`src/rtl/bist_host.sv`:
```
// bist_host: host-side sequencer for the TAP BIST engine.
// Streams test steps into the engine with GETTEST updates, runs RUNBIST,
// waits for the engine stop indication and reports pass/fail.
module bist_host #(
  parameter int MAX_STEPS   = 256,
  parameter int RUN_TIMEOUT = 1024
) (
  input  logic        clk,
  input  logic        TLR,
  input  logic        start,
  input  logic        abort,
  input  logic        cmd_valid,
  output logic        cmd_ready,
  input  logic [4:0]  cmd_cfg,
  input  logic [4:0]  cmd_chk,
  input  logic        cmd_last,
  output logic        busy,
  output logic        done,
  output logic        pass,
  output logic        timeout,
  output logic [15:0] fail_step,
  output logic        bist_tlr,
  output logic [9:0]  bsr,
  output logic        updatedr,
  output logic        gettest_select,
  output logic        runbist_select,
  input  logic        reset_sm,
  input  logic        bist_error,
  input  logic [15:0] bist_data
);

  localparam int CW = $clog2(MAX_STEPS) + 1;
  localparam int TW = $clog2(RUN_TIMEOUT) + 1;

  typedef enum logic [2:0] {
    IDLE, CLEAR, LOAD, UPD, GAP, RUN, SETTLE, REPORT
  } state_e;

  state_e          state_q, state_d;
  logic [9:0]      bsr_q, bsr_d;
  logic            last_q, last_d;
  logic [CW-1:0]   cnt_q, cnt_d;
  logic [TW-1:0]   tmr_q, tmr_d;
  logic            pass_q, pass_d;
  logic            timeout_q, timeout_d;
  logic [15:0]     fail_step_q, fail_step_d;
  logic            aborted_q, aborted_d;
  logic            busy_q, busy_d;
  logic            cmd_ready_q, cmd_ready_d;
  logic            done_q, done_d;
  logic            gettest_q, gettest_d;
  logic            runbist_q, runbist_d;
  logic            updatedr_q, updatedr_d;
  logic            bist_tlr_q, bist_tlr_d;
  logic            pass_now;

  // Next-state, datapath updates and next values of the registered strobes.
  // Strobes decode the next state so they line up with state_q after the edge.
  always_comb begin
    state_d     = state_q;
    bsr_d       = bsr_q;
    last_d      = last_q;
    cnt_d       = cnt_q;
    tmr_d       = tmr_q;
    pass_d      = pass_q;
    timeout_d   = timeout_q;
    fail_step_d = fail_step_q;
    aborted_d   = aborted_q;
    pass_now    = !timeout_q && !bist_error && (bist_data == 16'hFFFF);

    if (abort && state_q != IDLE && state_q != REPORT) begin
      state_d     = REPORT;
      pass_d      = 1'b0;
      timeout_d   = 1'b0;
      fail_step_d = '1;
      aborted_d   = 1'b1;
    end else begin
      unique case (state_q)
        IDLE: begin
          if (start && !abort) begin
            state_d   = CLEAR;
            pass_d    = 1'b0;
            timeout_d = 1'b0;
            cnt_d     = '0;
            tmr_d     = '0;
            aborted_d = 1'b0;
          end
        end
        CLEAR: state_d = LOAD;
        LOAD: begin
          if (cmd_valid) begin
            bsr_d   = {cmd_cfg, cmd_chk};
            last_d  = cmd_last;
            state_d = UPD;
          end
        end
        UPD: begin
          cnt_d = cnt_q + CW'(1);
          if (last_q || cnt_q == CW'(MAX_STEPS - 1)) state_d = GAP;
          else                                       state_d = LOAD;
        end
        GAP: state_d = RUN;
        RUN: begin
          if (tmr_q != '1) tmr_d = tmr_q + TW'(1);
          if (reset_sm) begin
            state_d = SETTLE;
          end else if (tmr_q == TW'(RUN_TIMEOUT - 1)) begin
            state_d     = REPORT;
            timeout_d   = 1'b1;
            pass_d      = 1'b0;
            fail_step_d = '1;
          end
        end
        SETTLE: begin
          state_d     = REPORT;
          pass_d      = pass_now;
          fail_step_d = pass_now ? 16'hFFFF : bist_data;
        end
        REPORT: begin
          state_d   = IDLE;
          aborted_d = 1'b0;
        end
        default: state_d = IDLE;
      endcase
    end

    busy_d      = (state_d != IDLE);
    cmd_ready_d = (state_d == LOAD);
    gettest_d   = (state_d == LOAD) || (state_d == UPD);
    updatedr_d  = (state_d == UPD);
    runbist_d   = (state_d == RUN) || (state_d == SETTLE);
    done_d      = (state_d == REPORT);
    // Engine reset on program start, and in the IDLE cycle that follows an abort.
    bist_tlr_d  = (state_d == CLEAR) || (state_q == REPORT && aborted_q);
  end

  // State and output registers with synchronous reset.
  always_ff @(posedge clk) begin
    if (TLR) begin
      state_q     <= IDLE;
      bsr_q       <= '0;
      last_q      <= 1'b0;
      cnt_q       <= '0;
      tmr_q       <= '0;
      pass_q      <= 1'b0;
      timeout_q   <= 1'b0;
      fail_step_q <= '1;
      aborted_q   <= 1'b0;
      busy_q      <= 1'b0;
      cmd_ready_q <= 1'b0;
      done_q      <= 1'b0;
      gettest_q   <= 1'b0;
      runbist_q   <= 1'b0;
      updatedr_q  <= 1'b0;
      bist_tlr_q  <= 1'b1;
    end else begin
      state_q     <= state_d;
      bsr_q       <= bsr_d;
      last_q      <= last_d;
      cnt_q       <= cnt_d;
      tmr_q       <= tmr_d;
      pass_q      <= pass_d;
      timeout_q   <= timeout_d;
      fail_step_q <= fail_step_d;
      aborted_q   <= aborted_d;
      busy_q      <= busy_d;
      cmd_ready_q <= cmd_ready_d;
      done_q      <= done_d;
      gettest_q   <= gettest_d;
      runbist_q   <= runbist_d;
      updatedr_q  <= updatedr_d;
      bist_tlr_q  <= bist_tlr_d;
    end
  end

  assign cmd_ready      = cmd_ready_q;
  assign busy           = busy_q;
  assign done           = done_q;
  assign pass           = pass_q;
  assign timeout        = timeout_q;
  assign fail_step      = fail_step_q;
  assign bist_tlr       = bist_tlr_q;
  assign bsr            = bsr_q;
  assign updatedr       = updatedr_q;
  assign gettest_select = gettest_q;
  assign runbist_select = runbist_q;

endmodule

```
`config.mk`:
```
export PLATFORM = sky130hd
export DESIGN_NAME = bist_host
export DESIGN_NICKNAME = d
export VERILOG_FILES = /design/src/rtl/bist_host.sv
export SDC_FILE = /design/constraint.sdc
export NUM_CORES = 1
export LEC_CHECK = 0
export ABC_AREA = 1
export ABC_CLOCK_PERIOD_IN_PS = 1800
export CAP_MARGIN = 20
export CORE_MARGIN = 2
export CORE_UTILIZATION = 40
export DETAILED_ROUTE_END_ITERATION = 8
export MAX_ROUTING_LAYER = met4
export PLACE_DENSITY = 0.8
export REMOVE_ABC_BUFFERS = 1
export SYNTH_ARGS = -nofsm -noshare
export SYNTH_HDL_FRONTEND = slang
export SYNTH_SLANG_ARGS = --single-unit
```
`constraint.sdc`:
```
create_clock -name clk -period 1.8 [get_ports clk]
set_input_delay 0.18 -clock clk [delete_from_list [all_inputs] [get_ports clk]]
set_output_delay 0.18 -clock clk [all_outputs]
set_load 0.02 [all_outputs]
```
Yosys cells after proc, flatten, opt, wreduce, memory -nomap -nowiden

Index checks and enable logic that the tools add are counted.
Widths: inputs -> output; s select.

$add $sub $neg: 2
Multipliers: 0
Divide/modulo/power cells: 0
Order comparisons: 0
Eq/ne operators: 23
Shift operators: 0
Mux-type cells: 25
Bitwise gates (word level): 1
Reduce and logical (&&, ||, !) cells: 29

Operators with widths:

| operator              | count |
|---|---|
| $mux 16               | 3 |
| $pmux 16 s2           | 1 |
| $pmux 3 s8            | 1 |
| $mux 11               | 2 |
| $pmux 11 s2           | 1 |
| $eq 3x3->1 const B    | 7 |
| $mux 3                | 6 |
| $pmux 9 s2            | 1 |
| $eq 16x16->1 const B  | 1 |
| $eq 3x2->1 const B    | 4 |
| $reduce_and 4->1      | 3 |
| $reduce_bool 3->1     | 4 |
| $add 11x1->11 const B | 1 |
| $eq 11x10->1 const B  | 1 |
| $ne 11x11->1 const B  | 1 |
| $add 9x1->9 const B   | 1 |
| $eq 9x8->1 const B    | 1 |
| $mux 9                | 1 |
| $reduce_and 3->1      | 3 |
| $ne 2x2->1 const B    | 4 |
| $eq 3x1->1 const B    | 2 |
| $logic_and 1x1->1     | 6 |
| $mux 1                | 6 |
| $ne 3x3->1 const B    | 2 |
| other kinds (9)       | 17 |

Flip-flop bits (word level): 60
Bits in latches: 0
RAM bits: 0
Memory bits (read-only): 0
Bits of input ports: 34
Logic and storage cells: 96
Memories kept: 0

Longest topological paths before layout

Gate-level depths: netlist of the first run.

Depth after elaboration: 7
Gate-level depth with buffers: 13

Worst setup path before layout of the first run

OpenSTA, ideal clock, no wires.

Path type: reg2reg
Start: register cnt_q[0]
End: register busy_q (netlist: busy)
Arrival time: 1539 ps
Setup slack: 147 ps
Cell stages (with the launch flop): 14
Cells stage by stage: dfxtp_1 ha_1 nand3_1 nor4_1 ha_1 nor2_1 nor2_1 nor2_1 nor2_1 nand3_1 nand2_1 nand2_1 nand2_1 nand2_1

Longest elaborated chain between the ends: 6

RTL lines:

| element                | RTL line | source |
|---|---|---|
| from (decl)            | 42       | `logic [CW-1:0] cnt_q, cnt_d;` |
| from (signal assigned) | 160      | `cnt_q <= cnt_d;` |
| $eq 9x8->1             | 99       | `if (last_q \|\| cnt_q == CW'(MAX_STEPS - 1)) state_d = GAP;` |
| $logic_or 1x1->1       | 99       |  |
| $mux 3                 | 99       |  |
| $pmux 3 s8             | 78       | `unique case (state_q)` |
| $mux 3                 | 71       | `if (abort && state_q != IDLE && state_q != REPORT) begin` |
| $reduce_bool 3->1      | 127      | `busy_d = (state_d != IDLE);` |
| to (signal assigned)   | 166      | `busy_q <= busy_d;` |
| to (decl)              | 48       | `logic busy_q, busy_d;` |

No other way between the ends.
A chain may end at the register's enable or synchronous reset.

Worst setup path after layout of the first run

Start: register cnt_q[0]
End: register runbist_q (netlist: runbist_select)

Longest elaborated chain between the ends: 7

RTL lines:

| element              | RTL line | source |
|---|---|---|
| $eq 9x8->1 *         | 99       |  |
| $logic_or 1x1->1 *   | 99       |  |
| $mux 3 *             | 99       |  |
| $pmux 3 s8 *         | 78       |  |
| $mux 3 *             | 71       |  |
| $eq 3x3->1           | 131      | `runbist_d = (state_d == RUN) \|\| (state_d == SETTLE);` |
| $logic_or 1x1->1 *   | 131      |  |
| to (signal assigned) | 170      | `runbist_q <= runbist_d;` |
| to (decl)            | 52       | `logic runbist_q, runbist_d;` |

Mark *: on every way between the ends. The rest lies on a longest branch, timed or not.

==> results of run 1 <==
## area by class of cell
type	instances	area share, %
multi-input combinational	275	36.4
sequential	60	31.3
timing repair buffer	93	22.5
inverter	38	3.69
clock buffer	10	3.30
tap	77	2.49
clock inverter	3	0.453
## power groups by stage
stage / Combinational (mW) / Sequential, mW / Clock [mW]
2_1_floorplan: 0.455 / 1.64 / 0
3_3_place_gp: 0.991 / 1.54 / 0
3_5_place_dp: 1.00 / 1.54 / 0
4_1_cts: 1.01 / 1.52 / 0.974
5_1_grt: 1.19 / 1.53 / 1.05
6_report: 1.10 / 1.52 / 0.948
## worst max-delay path, delay by kind of cell, from the launching register on
family,cells,cell delay (ps)
AND/OR/NAND/NOR,8,750
buffers and inverters,1,110
flip-flops,1,370
adder cells (fa/ha/maj),2,360
AO/OA/AOI/OAI,1,160
## cells by family after synthesis
group	count (synthesis)
AO/OA/AOI/OAI	74
XOR/XNOR	5
adder cells (fa/ha/maj)	3
buffers and inverters	50
flip-flops	60
AND/OR/NAND/NOR	190
## per-layer routing
| layer | track usage [%] | routed length, µm | vias to the layer above |
|---|---|---|---|
| met5 | - | 0 | - |
| met4 | 4.33 | 88 | 0 |
| met3 | 6.83 | 435 | 10 |
| met2 | 31.3 | 3410 | 93 |
| met1 | 22.2 | 3080 | 1298 |
| li1 | - | - | 1441 |
## sequential cells by signal, summed over array words and instances, names as in the netlist
signal	count
tmr_q	11
fail_step	16
busy	1
timeout	1
done	1
state_q	3
pass	1
last_q	1
updatedr	1
gettest_select	1
aborted_q	1
cmd_ready	1
cnt_q	9
bist_tlr	1
bsr	10
runbist_select	1
## per-stage QoR
stage	instances	utilization, %	worst slack [ps]
after global placement	536	55.4	-156
after global routing	556	60.2	-126
after floorplan	370	-	-186
after detailed placement	536	55.4	-216
final	556	60.2	-9.63
after CTS	550	58.7	-121
## placed cells by master, fill, tap and decap left out, drive strengths merged
| cell type | netlist | layout |
|---|---|---|
| clkinv | 0 | 2 |
| ha | 3 | 3 |
| buf | 7 | 25 |
| nand4 | 11 | 11 |
| xor2 | 3 | 3 |
| a31oi | 1 | 1 |
| clkinvlp | 0 | 1 |
| clkdlybuf4s50 | 0 | 68 |
| nor3b | 1 | 1 |
| o21a | 1 | 1 |
| nor3 | 6 | 6 |
| o21ai | 36 | 37 |
| nand3 | 24 | 24 |
| a21oi | 35 | 35 |
| nor2 | 79 | 80 |
| dfxtp | 60 | 60 |
| clkbuf | 5 | 10 |
| inv | 38 | 38 |
| nor4 | 1 | 1 |
| nand2 | 67 | 68 |
| or2 | 1 | 1 |
| xnor2 | 2 | 2 |
| o21bai | 1 | 1 |
## path summary, 6_finish.rpt
kind | start | to | slack [ps] | cells after the start
min reg2reg | aborted_q$_SDFFE_PP0P_ | aborted_q$_SDFFE_PP0P_ | 450 | 2
max | cnt_q[0]$_SDFFE_PP0P_ | runbist_select$_SDFF_PP0_ | -10 | 12
max reg2reg | cnt_q[0]$_SDFFE_PP0P_ | runbist_select$_SDFF_PP0_ | -10 | 12
min | aborted_q$_SDFFE_PP0P_ | aborted_q$_SDFFE_PP0P_ | 450 | 2
## repair_timing
item	CTS	global route
buffers inserted	1	3
pin swaps	5	11
hold endpoints to repair	0	0
resized for setup	12	16
endpoints found under the setup margin	23	42
gates cloned	0	3
==> qor.txt, run 1 <==
I/O pins: 69
initial antenna violation count: 0
layout cells sized above 1: 14.6%
cells after synthesis: 382
smallest hold slack: 447 ps
Max Cap Viol: 0
RSZ-0062 raised after global routing: true
post-synthesis sequential area ratio: 44.7%
post-synthesis xor/xnor area fraction: 1.63%
CTS Sinks: 60
post-synthesis adder-cell area fraction: 1.40%
setup ws final: -9.63 ps
Compound-Gate Fraction of Synth Area: 14.0%
cts bufs inserted: 9
power share of the clock group: 26.6%
fill count: 569
Most common cell on crit path: nor2_1
DRC Markers: 0
Wirelength per Cell: 12.6 µm
Final Hold Vio Count: 0
Slew headroom: 64.4%
most common cell in the netlist: nor2_1
Detail Route Antenna Nets: 0
period utilization: 101%
Post-synth EDFFs: 0
setup TNS: -9.63 ps
crit path cell chain: ha_4 > nand3_4 > nor4_4 > ha_2 > nor2_1 > nor2_1 > nor2_2 > a21oi_2 > nand2_1 > inv_1 > nand2_1 > nor2_1
area of the multi-input gates: 1410 µm²
GRT overflow: 0
flops & latches, synth: 60
GRT Total Usage: 19.0%
Design Area, Final: 3870 µm²
row count: 29
Initial Utilization: 41.8%
CP Class: flop to flop
htree depth: 3
PortBufs: 68
Simple-Gate Fraction of Synth Area: 30.4%
Final nets: 514
Final Setup Violations: 1
Comb pwr share: 30.7%
Critical Path Source Type: flop
failing checks: setup timing
Vias/cell: 5.11
largest net degree at the start of global routing: 33
Root Driver: clkbuf_8
CP max-delay cell: dfxtp_4
top post-synthesis cells by area: dfxtp_1 45%, nor2_1 10%, nand2_1 9.2%, a21oi_1 6.5%, o21ai_0 5.4%
Power Dens Cells: 922 nW/µm²
post-synthesis mux area share: 0%
largest family of logic cells by synthesized area: simple AND/OR/NAND/NOR gates
Core ar.: 6420 µm²
Layout Skew: 11.2 ps
post-synthesis cell type count: 29
WL final: 7.01 mm
Reg power frac: 42.7%
total power: 3.57 mW
clock-pin transition on the worst setup and hold timing paths: 70 ps
CTS Hold Bufs: 0
Pint: 2.37 mW
critical path endpoint category: flop
1st-iter DRT viols: 148
Primary FF master, synth: dfxtp_1
Die ar.: 7380 µm²
Max clock buf depth: 2
switching portion of total power: 33.5%
Worst-Margin Slew: 534 ps
FMAX: 553 MHz
P_leak: 1.57 nW
largest stage delay on the critical path: 370 ps
largest area contributor in the netlist: dfxtp_1
Chip Width: 85.9 µm
critical-path maximum fanout: 3
final worst path period need: 1810 ps
Reg area: 1210 µm²
vias in the first global route: 2469
Vert. Die Dim: 85.9 µm
synthesized area: 2690 µm²
Mean Syn Cell Area: 7.03 µm²
hpwl dp: 4.84 mm
WP data required: 2080 ps
fin. max-slew vios: 0
Placed Area: 3560 µm²
top cells by count, synth: 75 x nor2_1, 66 x nand2_1, 60 x dfxtp_1, 35 x a21oi_1, 33 x inv_1
clk_lat worst skew: 340 ps
yosys warns: 0
async set-reset flop share out of synthesis: 0%
first-pass GRT wire length: 10.9 mm
worst path arrival time: 2090 ps
Area Overhead vs Synth: 44.0%
diode count: 0
CTS tree: yes
worst min path class: flop to flop
Pre-antenna DRT Iters: 7
area share of the largest cell type after synthesis: 44.7%
status: complete, but fails checks
gp weighted congestion: 0.943
P_sw: 1.19 mW
peak supply drop: 430 µV
via count: 2842
(Power assumes the default switching activity.)
==> run 2, diff against run 1 <==
--- a/config.mk
+++ b/config.mk
@@ -11,7 +11,6 @@
 export CORE_MARGIN = 2
 export CORE_UTILIZATION = 40
 export DETAILED_ROUTE_END_ITERATION = 8
-export MAX_ROUTING_LAYER = met4
 export PLACE_DENSITY = 0.8
 export REMOVE_ABC_BUFFERS = 1
 export SYNTH_ARGS = -nofsm -noshare
==> qor.txt, run 2 (same netlist as run 1, synthesis figures left out) <==
status: complete, but fails checks
failing checks: setup timing
CTS Hold Bufs: 0 (unchanged)
P_leak: 1.57 nW (unchanged)
Highest Signal Layer: met4
Vert. Die Dim: 85.9 µm (unchanged)
CTS tree: yes
vias in the first global route: 2470 (+0.041%)
Final Setup Violations: 1 (unchanged)
Max Cap Viol: 0 (unchanged)
largest net degree at the start of global routing: 33 (unchanged)
first-pass GRT wire length: 10.9 mm (about the same)
critical-path maximum fanout: 3 (unchanged)
CP Class: flop to flop
Power Dens Cells: 922 nW/µm² (about the same)
GRT Total Usage: 18.4% (-0.61 points)
WP data required: 2080 ps (about the same)
htree depth: 3 (unchanged)
clk_lat worst skew: 340 ps (about the same)
Slew headroom: 65.0% (+0.57 points)
hpwl dp: 4.84 mm (unchanged)
diode count: 0 (unchanged)
Final Hold Vio Count: 0 (unchanged)
R2R cell count: 12 (unchanged)
Final nets: 514 (unchanged)
period utilization: 101% (+0.11 points)
worst path arrival time: 2090 ps (about the same)
GRT overflow: 0 (unchanged)
reg-to-reg slack, setup: -10 ps (about the same)
FMAX: 552 MHz (-0.11%)
via count: 2834 (-0.28%)
row count: 29 (unchanged)
RSZ-0062 raised after global routing: true
1st-iter DRT viols: 133 (-10%)
Initial Utilization: 41.8% (unchanged)
Root Driver: clkbuf_8
Core ar.: 6420 µm² (unchanged)
Critical Path Source Type: flop
initial antenna violation count: 0 (unchanged)
CTS Sinks: 60 (unchanged)
smallest hold slack: 447 ps (-0.0200 ps)
peak supply drop: 429 µV (about the same)
Pre-antenna DRT Iters: 5 (-2)
Max clock buf depth: 2 (unchanged)
met3 WL: 419 µm (-3.7%)
Layout Skew: 11.3 ps (+0.111 ps)
PortBufs: 68 (unchanged)
WL final: 6.99 mm (-0.31%)
met2 wire len: 3.41 mm (+0.15%)
Wirelength per Cell: 12.6 µm (-0.31%)
CP startpoint: cnt_q[0]$_SDFFE_PP0P_
setup ws final: -11.6 ps (-1.98 ps)
DRC Markers: 0 (unchanged)
CP endpoint: runbist_select$_SDFF_PP0_
most frequent cells in the layout: 70 x nor2_1, 68 x clkdlybuf4s50_1, 65 x nand2_1, 56 x dfxtp_1, 34 x a21oi_1
Area Overhead vs Synth: 44.0% (unchanged)
fill count: 569 (unchanged)
total power: 3.56 mW (about the same)
layout cells sized above 1: 14.6% (unchanged)
commonest non-fill, non-tap cell in the layout: nor2_1
fin. max-slew vios: 0 (unchanged)
max reg flops: 16 (unchanged)
final worst path period need: 1810 ps (+1.98 ps)
Worst-Margin Slew: 525 ps (-8.52 ps)
wl on met1: 3.09 mm (+0.23%)
critical path endpoint category: flop
I/O pins: 69 (unchanged)
Die ar.: 7380 µm² (unchanged)
gp weighted congestion: 0.927 (-1.7%)
Detail Route Antenna Nets: 0 (unchanged)
cts bufs inserted: 9 (unchanged)
Worst R2R End: runbist_select$_SDFF_PP0_
r2r startpoint: cnt_q[0]$_SDFFE_PP0P_
Chip Width: 85.9 µm (unchanged)
Vias/cell: 5.10 (-0.28%)
clock-pin transition on the worst setup and hold timing paths: 70 ps (about the same)
worst min path class: flop to flop
## run 2: worst min-delay path by stage
stage / startpoint / endpoint / depth (start not counted)
6_report: aborted_q$_SDFFE_PP0P_ / aborted_q$_SDFFE_PP0P_ / 2
5_1_grt: cmd_cfg[2] / bsr[7]$_SDFFE_PP0P_ / 3
4_1_cts: cmd_cfg[0] / bsr[5]$_SDFFE_PP0P_ / 3
3_5_place_dp: aborted_q$_SDFFE_PP0P_ / aborted_q$_SDFFE_PP0P_ / 2
3_3_place_gp: aborted_q$_SDFFE_PP0P_ / aborted_q$_SDFFE_PP0P_ / 2
2_1_floorplan: TLR / cnt_q[1]$_SDFFE_PP0P_ / 1
## run 2: per-stage QoR
stage,util (%),setup TNS (ps),area [µm²],worst slack (ps),instances
floorplan,-,-2740,2620,-186,370
global placement,55.4,-842,3560,-156,536
detailed placement,55.4,-2310,3560,-216,536
CTS,58.7,-490,3770,-121,550
global route,60.2,-1380,3870,-126,556
finish,60.2,-11.6,3870,-11.6,556
## run 2: report_power, final
group	switching (mW)	leakage [nW]	internal (mW)
Combinational	0.641	1.00	0.454
Sequential	0.0764	0.490	1.45
Clock	0.477	0.0739	0.470
## run 2: routing by layer
metal / GRT usage (%) / vias to the layer above
met1: 22.1 / 1297
met3: 6.74 / 8
met4: 4.33 / 0
met5: 0 / -
li1: - / 1439
met2: 31.3 / 90
## run 2: layout make-up
| class | instances | area [µm²] | share of cell area (%) |
|---|---|---|---|
| clock buffer | 10 | 128 | 3.30 |
| sequential | 60 | 1210 | 31.3 |
| tap | 77 | 96.3 | 2.49 |
| inverter | 38 | 143 | 3.69 |
| clock inverter | 3 | 17.5 | 0.453 |
| timing repair buffer | 93 | 868 | 22.5 |
| multi-input combinational | 275 | 1410 | 36.4 |
## run 2: timing repair
item	4_1_cts	5_1_grt
cloned	0	3
resized for setup	12	16
buffers inserted	1	3
setup endpoints to repair	23	42
pin swaps	5	11
## run 2: worst max-delay path: stages (launching register included)
cell     delay, ps
dfxtp_4        370
ha_4           150
nand3_4         80
nor4_4         150
ha_2           210
nor2_1          40
nor2_1         120
nor2_2          70
a21oi_2        160
nand2_1        130
inv_1          110
nand2_1         60
nor2_1         100
==> run 3, diff against run 2 <==
--- a/config.mk
+++ b/config.mk
@@ -9,9 +9,9 @@
 export ABC_CLOCK_PERIOD_IN_PS = 1800
 export CAP_MARGIN = 20
 export CORE_MARGIN = 2
-export CORE_UTILIZATION = 40
+export CORE_UTILIZATION = 44
 export DETAILED_ROUTE_END_ITERATION = 8
-export PLACE_DENSITY = 0.8
+export PLACE_DENSITY = 0.86
 export REMOVE_ABC_BUFFERS = 1
 export SYNTH_ARGS = -nofsm -noshare
 export SYNTH_HDL_FRONTEND = slang
==> qor.txt, run 3 (same netlist as run 1, synthesis figures left out) <==
setup ws final: 30.3 ps (+41.9 ps)
crit path cell chain: ha_4 > nand3_4 > nor4_4 > ha_2 > nor2_1 > nor2_1 > nor2_2 > nor2_2 > nand3_2 > nand2_2 > nand2_1 > nand2_1 > nand2_1
Final nets: 515 (+0.19%)
hpwl dp: 4.73 mm (-2.2%)
Pre-antenna DRT Iters: 4 (-1)
vias in the first global route: 2548 (+3.2%)
layout cells sized above 1: 15.1% (+0.50 points)
WL final: 6.93 mm (-0.83%)
clock-pin transition on the worst setup and hold timing paths: 70 ps (about the same)
final worst path period need: 1770 ps (-41.9 ps)
Final Setup Violations: 0 (-1)
FMAX: 565 MHz (+2.4%)
commonest non-fill, non-tap cell in the layout: nor2_1
Core ar.: 5920 µm² (-7.8%)
Layout Skew: 12.7 ps (+1.35 ps)
smallest hold slack: 452 ps (+5.47 ps)
peak supply drop: 588 µV (+37%)
I/O pins: 69 (unchanged)
worst path arrival time: 2010 ps (-80 ps)
critical-path maximum fanout: 3 (unchanged)
worst min path class: flop to flop
first-pass GRT wire length: 10.7 mm (-2.5%)
Reg area: 1200 µm² (-0.31%)
Post-Layout Cell Count: 558 (+0.36%)
worst slack, placed: -207 ps (+8.66 ps)
CTS Sinks: 60 (unchanged)
Most common cell on crit path: nand2_1
Placed Area: 3550 µm² (-0.28%)
CP Class: flop to flop
1st-iter DRT viols: 174 (+31%)
Root Driver: clkbuf_8
Slew headroom: 65.1% (+0.10 points)
Worst-Margin Slew: 524 ps (-1.56 ps)
diode count: 0 (unchanged)
met3 usage: 4.78% (-2.0 points)
Critical Path Source Type: flop
area of the multi-input gates: 1380 µm² (-1.7%)
Critical Path Stages: 13 (+1)
period utilization: 98.3% (-2.3 points)
Most Crowded Layer GR: met2
hold depth: 2 (unchanged)
Area Overhead vs Synth: 46.9%
Initial Utilization: 45.4% (+3.5 points)
Buf/Inv on CP: 0 (-1)
placed cell count: 533 (-0.56%)
critical path's top delay family: simple AND/OR/NAND/NOR gates
largest net degree at the start of global routing: 33 (unchanged)
total power: 4.04 mW (+13%)
Detail Route Antenna Nets: 0 (unchanged)
critical path endpoint category: flop
DRC Markers: 0 (unchanged)
status: complete, no violations
cts bufs inserted: 9 (unchanged)
row count: 28 (-3.4%)
RSZ-0062 raised after global routing: true
most frequent cells in the layout: 72 x nor2_1, 68 x clkdlybuf4s50_1, 64 x nand2_1, 57 x dfxtp_1, 34 x a21oi_1
largest stage delay on the critical path: 360 ps (about the same)
via count: 2840 (+0.21%)
fill count: 474 (-17%)
GRT overflow: 0 (unchanged)
gp weighted congestion: 0.851 (-8.1%)
setup TNS: 0 ps (+11.6 ps)
Die ar.: 6740 µm² (-8.7%)
GR Layer Usage met1: 22.8% (+0.73 points)
Chip Width: 82.1 µm (-4.4%)
P_leak: 1.61 nW (+2.9%)
GRT Total Usage: 20.4% (+2.0 points)
max reg flops: 16 (unchanged)
CTS Hold Bufs: 0 (unchanged)
GR Util met2: 36.4% (+5.1 points)
Power Dens Cells: 1030 nW/µm² (+11%)
Vert. Die Dim: 82.1 µm (-4.4%)
PortBufs: 68 (unchanged)
fin. max-slew vios: 0 (unchanged)
post-layout util: 66.6% (+6.4 points)
Final Hold Vio Count: 0 (unchanged)
Wirelength per Cell: 12.4 µm (-1.2%)
Vias/cell: 5.09 (-0.15%)
htree depth: 3 (unchanged)
clk_lat worst skew: 340 ps (about the same)
R2R cell count: 13 (+1)
initial antenna violation count: 0 (unchanged)
CP max-delay cell: dfxtp_2
Max clock buf depth: 2 (unchanged)
CTS tree: yes
Max Cap Viol: 0 (unchanged)
Design Area, Final: 3940 µm² (+2.0%)
WP data required: 2040 ps (-40 ps)
run 3: cell types whose count changed in the layout (fill, tap and decap cells not counted), sizes merged:
cell	change
buf	+2
bufinv	+2
clkbuf	+3
clkinv	-2
nor2	-1
run 3: final timing paths:
check,startpoint,end,slack [ps]
max,cnt_q[0]$_SDFFE_PP0P_,busy$_SDFF_PP0_,30
min,aborted_q$_SDFFE_PP0P_,aborted_q$_SDFFE_PP0P_,450
max reg2reg,cnt_q[0]$_SDFFE_PP0P_,busy$_SDFF_PP0_,30
min reg2reg,aborted_q$_SDFFE_PP0P_,aborted_q$_SDFFE_PP0P_,450
run 3: final cells by class:
type / instances / area share [%]
Timing Repair Buffer: 95 / 22.4
Multi-Input combinational cell: 274 / 35.1
Sequential cell: 60 / 30.6
Inverter: 38 / 3.62
Tap cell: 75 / 2.38
Clock inverter: 3 / 1.71
Clock buffer: 13 / 4.28
run 3: what timing repair did:
action | CTS | global route
setup buffers | 4 | 3
resized for setup | 13 | 10
cloned | 0 | 2
endpoints found under the setup margin | 23 | 51
pin swaps | 6 | 7
run 3: metal layers:
| layer | vias to the layer above | wire (µm) |
|---|---|---|
| met5 | - | 0 |
| met4 | 0 | 128 |
| met3 | 14 | 475 |
| met2 | 98 | 3360 |
| met1 | 1288 | 2970 |
| li1 | 1440 | - |
run 3: tightest hold or removal path, stage by stage, from the launching register on:
cell and delay, ps:
dfxtp_1 300, inv_1 60, a21oi_1 50
run 3: power breakdown:
part           switching, mW  internal, mW  total, mW  leakage (nW)
combinational          0.642         0.470       1.11          1.00
clock                  0.518         0.894       1.41         0.116
sequential            0.0736          1.45       1.52         0.490
